--- src/rtl/eth_tx_arb.sv ---
// ---------------------------------------------------------------------------------------------
// eth_tx_arb: decides which of two packet sources sends the next frame through eth_tx_ctrl.
//
// One arbitration round: grant a pending requester, give eth_tx_ctrl a one-cycle start pulse,
// follow the controller's FSM through the frame, wait out the inter-frame gap, then release
// the grant and pulse Done to the requester that was served. The next round can start on the
// cycle after Done. If the controller never leaves IDLE after the start pulse, the grant is
// dropped with a Start_Err pulse and Done is not pulsed.
//
// Ports
//   Clk                in   system clock (50 MHz RMII reference)
//   Rst_n              in   asynchronous active-low reset
//   Req[1:0]           in   per-requester "complete frame queued" level
//   Tx_Ctrl_FSM_State  in   eth_tx_ctrl state, 0 = IDLE, non-zero = frame in progress
//   Eth_Pkt_Rdy        out  one-cycle start pulse to eth_tx_ctrl
//   Gnt[1:0]           out  one-hot grant, held from grant until end of IFG (FIFO mux select)
//   Done[1:0]          out  one-cycle pulse to the served requester at end of IFG
//   Busy               out  high whenever an arbitration round is in progress
//   Start_Err          out  one-cycle pulse when the controller fails to start in time
//
// Build option
//   ETH_TX_ARB_STRICT_PRIO_EN  defined: requester 0 always wins when it is requesting.
//                              undefined (default): round-robin between the two requesters.
// ---------------------------------------------------------------------------------------------
module eth_tx_arb #(
    parameter int unsigned pIFG_Cnt       = 48,
    parameter int unsigned pStart_Timeout = 16,
    parameter int unsigned pCnt_W         = 8
) (
    input  logic       Clk,
    input  logic       Rst_n,
    input  logic [1:0] Req,
    input  logic [3:0] Tx_Ctrl_FSM_State,
    output logic       Eth_Pkt_Rdy,
    output logic [1:0] Gnt,
    output logic [1:0] Done,
    output logic       Busy,
    output logic       Start_Err
);

    typedef enum logic [1:0] {
        StArbIdle,
        StWaitStart,
        StBusy,
        StIfg
    } state_e;

    localparam logic [pCnt_W-1:0] IfgLast   = pCnt_W'(pIFG_Cnt - 1);
    localparam logic [pCnt_W-1:0] StartLast = pCnt_W'(pStart_Timeout - 1);
    localparam logic [pCnt_W-1:0] CntMax    = {pCnt_W{1'b1}};

    state_e            state_q;
    logic [pCnt_W-1:0] cnt_q;
    logic              last_gnt_q;
    logic [1:0]        gnt_q;
    logic [1:0]        done_q;
    logic              rdy_q;
    logic              busy_q;
    logic              err_q;

    logic              ctrl_idle;
    logic              win_idx;
    logic              cur_idx;
    logic [pCnt_W-1:0] cnt_inc;

    assign ctrl_idle = (Tx_Ctrl_FSM_State == 4'd0);
    // Gnt is one-hot while a round is active, so bit 1 is the served index.
    assign cur_idx   = gnt_q[1];
    // Saturating increment: the counter must never wrap back into a matching value.
    assign cnt_inc   = (cnt_q == CntMax) ? cnt_q : cnt_q + pCnt_W'(1);

    // Winner among the current requesters; only meaningful when |Req.
    always_comb begin
        win_idx = 1'b0;
`ifdef ETH_TX_ARB_STRICT_PRIO_EN
        win_idx = ~Req[0];
`else
        unique case (Req)
            2'b01:   win_idx = 1'b0;
            2'b10:   win_idx = 1'b1;
            2'b11:   win_idx = ~last_gnt_q;
            default: win_idx = 1'b0;
        endcase
`endif
    end

    always_ff @(posedge Clk or negedge Rst_n) begin
        if (!Rst_n) begin
            state_q    <= StArbIdle;
            cnt_q      <= '0;
            last_gnt_q <= 1'b1;
            gnt_q      <= 2'b00;
            done_q     <= 2'b00;
            rdy_q      <= 1'b0;
            busy_q     <= 1'b0;
            err_q      <= 1'b0;
        end else begin
            // Pulse outputs default low; each is raised for exactly one cycle below.
            rdy_q  <= 1'b0;
            done_q <= 2'b00;
            err_q  <= 1'b0;
            case (state_q)
                StArbIdle: begin
                    if (Req != 2'b00) begin
                        gnt_q   <= win_idx ? 2'b10 : 2'b01;
                        rdy_q   <= 1'b1;
                        busy_q  <= 1'b1;
                        cnt_q   <= '0;
                        state_q <= StWaitStart;
                    end
                end
                StWaitStart: begin
                    // Controller leaving IDLE wins over a timeout on the same edge.
                    if (!ctrl_idle) begin
                        cnt_q   <= '0;
                        state_q <= StBusy;
                    end else if (cnt_q == StartLast) begin
                        err_q      <= 1'b1;
                        gnt_q      <= 2'b00;
                        busy_q     <= 1'b0;
                        last_gnt_q <= cur_idx;
                        state_q    <= StArbIdle;
                    end else begin
                        cnt_q <= cnt_inc;
                    end
                end
                StBusy: begin
                    if (ctrl_idle) begin
                        cnt_q   <= '0;
                        state_q <= StIfg;
                    end
                end
                StIfg: begin
                    if (cnt_q == IfgLast) begin
                        done_q     <= gnt_q;
                        gnt_q      <= 2'b00;
                        busy_q     <= 1'b0;
                        last_gnt_q <= cur_idx;
                        state_q    <= StArbIdle;
                    end else begin
                        cnt_q <= cnt_inc;
                    end
                end
                default: begin
                    state_q <= StArbIdle;
                end
            endcase
        end
    end

    assign Eth_Pkt_Rdy = rdy_q;
    assign Gnt         = gnt_q;
    assign Done        = done_q;
    assign Busy        = busy_q;
    assign Start_Err   = err_q;

endmodule

--- config.mk ---
export PLATFORM = sky130hd
export DESIGN_NAME = eth_tx_arb
export DESIGN_NICKNAME = d
export VERILOG_FILES = /design/src/rtl/eth_tx_arb.sv
export SDC_FILE = /design/constraint.sdc
export NUM_CORES = 1
export LEC_CHECK = 0
export ABC_AREA = 0
export CAP_MARGIN = 20
export CELL_PAD_IN_SITES_DETAIL_PLACEMENT = 2
export CELL_PAD_IN_SITES_GLOBAL_PLACEMENT = 2
export CORE_MARGIN = 1.5
export CORE_UTILIZATION = 31
export DETAILED_ROUTE_END_ITERATION = 12
export PLACE_DENSITY_LB_ADDON = 0.1
export SLEW_MARGIN = 20
export SYNTH_ARGS = -nofsm -noshare
export SYNTH_HDL_FRONTEND = slang
export SYNTH_SLANG_ARGS = --single-unit
--- constraint.sdc ---
create_clock -name Clk -period 1.9 [get_ports Clk]
set_input_delay 0.38 -clock Clk [delete_from_list [all_inputs] [get_ports Clk]]
set_output_delay 0.38 -clock Clk [all_outputs]
set_load 0.005 [all_outputs]
==> results.cfg <==
[place]
place_congestion = 0.7253
dpl.hpwl_mm = 2.086
dp_cells = 159
io_buffers = 14
post-place-ws_ns = -0.3822

[global_routing]
grt_max_degree = 19
grt_pass1_wl_mm = 4.968
grt-ovfl-total = 0
antenna_found_initial = 0
grt_use_total = 0.1953
grt_pass1_vias = 1020

[detailed_routing]
postRouteAntennaNets = 0
wire_per_inst_microns = 16.99
avgViaCountPerCell = 5.601
wl_mm = 2.770
drt_pre_antenna_iters = 6
vias = 913
drc_errors = 0
drtIter0Drc = 21

[power]
vdd_drop_max_mv = 0.5222
fin_total_pwr_mw = 1.356
cellLeakagePower_nw = 0.5378
power_density_mw_per_mm2 = 1061

[finish]
antennaDiodeCount = 0
n_fill_cell = 320
fin_cells = 163
layout-drive-gt1-share = 0.2273
regArea_sq_um = 451.7
layout_common_cells = 17 x dfrtp_1, 14 x buf_4, 13 x clkdlybuf4s50_1, 12 x o21ai_0, 11 x nor2_1
fin_nets = 142
final_common_cell = dfrtp_1
multi_input_area_sq_um = 478.0
syn2layout_area_growth_pct = 35.05

[critical_path]
end_kind = register
crit_type = primary input to register
cp.arrival_ns = 2.06
cp_max_fo = 10
cp.required_ns = 2.15
startpoint = Tx_Ctrl_FSM_State[2]
startpoint_type = primary input
timing.rr.start = cnt_q[0]

[floorplanning]
fp.dieW_microns = 58.24
num_rows = 19
dieArea_sq_mm = 0.003392
core_sq_mm = 0.002829
num_io_pins = 15
initial_utilization = 0.3344
fp.dieH_microns = 58.24

[cts]
clock-root-buffer = clkbuf_4
cts_buffers = 3
clk_pin_slew_worst_paths_ns = 0.12
ctsResizeCount = 1
htreeDepth = 1
cts_tree = done
cts_hold_buf = 0
insertion_delay_ns = 0.31
postCtsSetupRepairBufs = 0
clock_sinks = 18
clock_path_buffers = 2

[sta]
worst_pin_slew_ns = 0.4431
clock_skew_ns = 0.007805
rsz0062_at_grt = true
finalSetupViolCount = 0
tns_ns = 0
fmaxAchievable_mhz = 554.0
max_slew_margin = 0.7046
hold_slack_ns = 0.3876
min_period_ns = 1.805
worst_slack_ns = 0.09495
fin_crit_sh = 0.9500
hold_violations = 0
drv_slew = 0

[logic_synthesis]
synthFlopType = dfrtp_1
synth.avg_cell_area_sq_um = 9.095
synthCells = 104
async_reset_ff_frac = 1.000
yosysWarnings = 0
synth_fp_nets = 113
synth_edf_count = 0
netlist_area_sq_um = 945.9
ys_types = 29
yosysSeqAreaShare = 0.4775
synth-seq-cells = 18

[job]
maxCapViolations = 0

[hold_path]
worstHoldPathType = primary input to asynchronous set/reset pin

[status]
outcome = complete, no violations
==> cell usage after synthesis (2+ instances only) <==
master	instances	share of area
buf_6	3	0.036
nand4_1	2	0.013
nand2_1	9	0.036
nand3_1	5	0.026
dfrtp_1	17	0.45
inv_1	4	0.016
a211oi_1	2	0.016
nor2_1	12	0.048
o21bai_1	3	0.024
nor4_1	2	0.013
a21oi_1	9	0.048
and3_1	4	0.026
a31oi_1	5	0.033
o21ai_0	12	0.063
==> layout make-up <==
| class | instances | share of cell area |
|---|---|---|
| Multi-Input combinational cell | 77 | 0.3741 |
| Sequential cell | 18 | 0.3536 |
| Timing Repair Buffer | 29 | 0.2096 |
| Tap cell | 31 | 0.03036 |
| Clock buffer | 4 | 0.02057 |
| Inverter | 4 | 0.01175 |
==> cell families after synthesis <==
logic type / synth area share
flops: 0.4775
compound gates: 0.2500
simple gates: 0.1865
buf+inv: 0.06083
fa+ha+maj: 0.01323
mux: 0.01190
==> state kept, by name (all words and copies together) (netlist names), named ones only <==
register	flops
cnt_q	8
Done	2
Gnt	2
Busy	1
Eth_Pkt_Rdy	1
Start_Err	1
last_gnt_q	1
state_q	1
==> per-layer routing <==
metal | global-route usage | vias to the layer above | wire length (microns)
li1 | - | 435 | -
met1 | 0.2809 | 459 | 1397
met2 | 0.2955 | 14 | 1246
met3 | 0.02009 | 5 | 66
met4 | 0.08970 | 0 | 59
met5 | 0 | - | 0
==> critical path: stages <==
cell and delay [ns]:
clkdlybuf4s50_1 0.42, or4_4 0.55, a31oi_4 0.15, o21a_1 0.17, buf_12 0.14, a41oi_2 0.13
a21oi_2 0.12
==> worst paths after layout <==
check | to | slack, ns | cells after the start
worst max-delay path | cnt_q[6] | 0.09 | 7
worst min-delay path | cnt_q[4] | 0.39 | 2
worst max register to register | last_gnt_q | 0.11 | 5
worst min register to register | cnt_q[2] | 0.52 | 1
max in group asynchronous | last_gnt_q | 1.24 | 2
min in group Clk | Start_Err | 0.51 | 4
==> where the power goes <==
group          internal, mW  total [mW]  switching, mW
clock                0.0821       0.219          0.136
combinational         0.307       0.582          0.275
sequential            0.457       0.555         0.0982
==> metrics by stage <==
step	area (sq um)	util
after floorplan	945.9	-
after global placement	1207	0.4268
after detailed placement	1207	0.4268
after CTS	1237	0.4374
after global routing	1277	0.4516
final	1277	0.4516
Note: power is estimated with default switching activity, not from simulation.
==> RTL change: new RTL, config.mk and constraints unchanged <==
Build with the macro `ETH_TX_ARB_STRICT_PRIO_EN` defined.
--- a/src/rtl/eth_tx_arb.sv
+++ b/src/rtl/eth_tx_arb.sv
@@ -22,6 +22,8 @@
 //   ETH_TX_ARB_STRICT_PRIO_EN  defined: requester 0 always wins when it is requesting.
 //                              undefined (default): round-robin between the two requesters.
 // ---------------------------------------------------------------------------------------------
+`define ETH_TX_ARB_STRICT_PRIO_EN
+
 module eth_tx_arb #(
     parameter int unsigned pIFG_Cnt       = 48,
     parameter int unsigned pStart_Timeout = 16,
Check against the original RTL: same outputs for any inputs over 10 cycles, from zero or initial values and one cycle with Rst_n low; that may be too few to reach the edited logic, so the function may still have changed.
==> RTL change against the original RTL <==
Critical path type is now flip-flop to flip-flop. Design area rose by 28%. Routed wire length rose by 47%. Synthesized cell count rose by 0.96%. The run now ends with negative setup slack left. Setup slack got worse by 0.13 ns. Register-to-register slack got worse by 0.15 ns. Synthesized area rose by 6.3%. Sequential cell count fell by 1.
Power is not compared: it rests on default switching activity, and its combinational part moved more than twofold at a synthesized area within 25%.
==> RTL change: results (changes against the original RTL) <==
<table>
<tr><th>Metric</th><th>Value</th></tr>
<tr><th colspan="2">Run status</th></tr>
<tr><td>Run status</td><td>finished with violations (was complete, no violations)</td></tr>
<tr><td>Violations in the final reports</td><td>negative setup slack</td></tr>
<tr><th colspan="2">STA</th></tr>
<tr><td>Final count of negative-setup-slack endpoints</td><td>3 (was 0)</td></tr>
<tr><td>Slack of the critical path</td><td>-0.0392 ns (was 0.0950 ns)</td></tr>
<tr><td>Slew at the pin with the worst max-slew slack</td><td>0.401 ns (was 0.443 ns)</td></tr>
<tr><td>Fin Clk Skew</td><td>0.00778 ns (was 0.00781 ns)</td></tr>
<tr><td>Post-Route Setup TNS</td><td>-0.0732 ns (was 0 ns)</td></tr>
<tr><th colspan="2">Drt</th></tr>
<tr><td>Ratio of routed vias to standard cells</td><td>5.31 (was 5.60)</td></tr>
<tr><td>Routed wirelength normalized by instance count</td><td>20.2 microns (was 17.0 microns)</td></tr>
<tr><td>Routed wire length</td><td>4070 microns (was 2770 microns)</td></tr>
<tr><td>1st-iter DRT viols</td><td>33 (was 21)</td></tr>
<tr><th colspan="2">Synthesis</th></tr>
<tr><td>Instance count of the mapped netlist</td><td>105 (was 104)</td></tr>
<tr><td>Cell variety after synth</td><td>36 (was 29)</td></tr>
<tr><td>Cell types with the highest counts after synthesis</td><td>17 x dfrtp_1, 10 x nor2_1, 8 x inv_1, 8 x nand3_1, 7 x a21oi_1 (was 17 x dfrtp_1, 12 x nor2_1, 12 x o21ai_0, 9 x a21oi_1, 9 x nand2_1)</td></tr>
<tr><td>Post-synthesis net count</td><td>119 (was 113)</td></tr>
<tr><td>Register area share after synthesis</td><td>42.3% (was 47.8%)</td></tr>
<tr><td>Leading cell types by total area after synthesis</td><td>dfrtp_1 42%, ha_1 7.5%, nand3_1 4.0%, nor2_1 3.7%, a21oi_1 3.5% (was dfrtp_1 45%, o21ai_0 6.3%, a21oi_1 4.8%, nor2_1 4.8%, nand2_1 3.6%)</td></tr>
<tr><th colspan="2">GRT</th></tr>
<tr><td>Met1 usage in global routing</td><td>27.3% (was 28.1%)</td></tr>
<tr><td>First-pass GRT wire length</td><td>5610 microns (was 4970 microns)</td></tr>
<tr><td>Vias in the first global route</td><td>1087 (was 1020)</td></tr>
<tr><td>GR Util met3</td><td>2.60% (was 2.01%)</td></tr>
<tr><th colspan="2">Finish</th></tr>
<tr><td>Layout cell share with drive strength beyond 1</td><td>41.8% (was 22.7%)</td></tr>
<tr><td>Count of nets after finishing</td><td>173 (was 142)</td></tr>
<tr><td>Fillers</td><td>337 (was 320)</td></tr>
<tr><th colspan="2">Place</th></tr>
<tr><td>Setup Slack @ Placement</td><td>-0.544 ns (was -0.382 ns)</td></tr>
<tr><td>Number of placed instances, taps included</td><td>185 (was 159)</td></tr>
<tr><td>Gp weighted congestion</td><td>0.808 (was 0.725)</td></tr>
<tr><th colspan="2">Setup path</th></tr>
<tr><td>Data arrival at the endpoint of the critical path</td><td>2.16 ns (was 2.06 ns)</td></tr>
</table>
RTL change: path summary, 6_finish.rpt:
path                             startpoint                          to  slack (ns)  cells after the start
setup / recovery                  flip-flop        cnt_q[2]$_DFFE_PN0P_       -0.04                      8
min in group Clk           Busy$_DFFE_PN0P_            Busy$_DFFE_PN0P_        0.50                      1
setup reg to reg                  flip-flop        cnt_q[2]$_DFFE_PN0P_       -0.04                      8
hold / removal                        Rst_n          Gnt[0]$_DFFE_PN0P_        0.37                      2
hold reg to reg            Busy$_DFFE_PN0P_            Busy$_DFFE_PN0P_        0.50                      1
max in group asynchronous             Rst_n  asynchronous set/reset pin        1.30                      2
RTL change: metal layers:
metal  share of wire (%)  routed length [microns]
met5                   0                        0
met4                 2.4                       98
met3                 2.9                      119
met2                  52                     2130
met1                  42                     1730
RTL change: logic make-up (layout without fill, tap and decap cells):
group | after synthesis | after routing | synth area share, %
AO/OA/AOI/OAI | 26 | 26 | 18.5
XOR/XNOR | 1 | 1 | 0.871
adder cells (fa/ha/maj) | 6 | 6 | 7.46
buffers and inverters | 9 | 62 | 3.36
flip-flops | 17 | 17 | 42.3
multiplexers | 3 | 3 | 3.61
AND/OR/NAND/NOR | 43 | 43 | 23.9
RTL change: cell type report:
class / instances / share of cell area [%]
Multi-Input combinational cell: 79 / 40.0
Timing Repair Buffer: 50 / 26.8
Sequential cell: 17 / 26.2
Tap cell: 44 / 3.38
Inverter: 8 / 2.00
Clock buffer: 3 / 1.38
Clock inverter: 1 / 0.307
RTL change: report_power, final:
part | leakage, nW | switching (mW) | internal [mW]
Sequential | 0.224 | 0.0771 | 0.452
Clock | 0.0177 | 0.149 | 0.0791
Combinational | 0.472 | 0.665 | 0.838
RTL change: repair_timing:
action                                  4_1_cts  5_1_grt
endpoints found under the setup margin       11        9
pin swaps                                     4        8
gates resized for setup                      19       16
gates cloned                                  0        0
buffers inserted                              5        8
RTL change: critical path, stage by stage (launching register included):
cell	delay (ns)
dfrtp_2	0.47
inv_2	0.13
ha_4	0.17
nor3b_4	0.27
nor2_4	0.08
buf_4	0.17
o21a_1	0.16
nand3_2	0.09
mux2_4	0.31
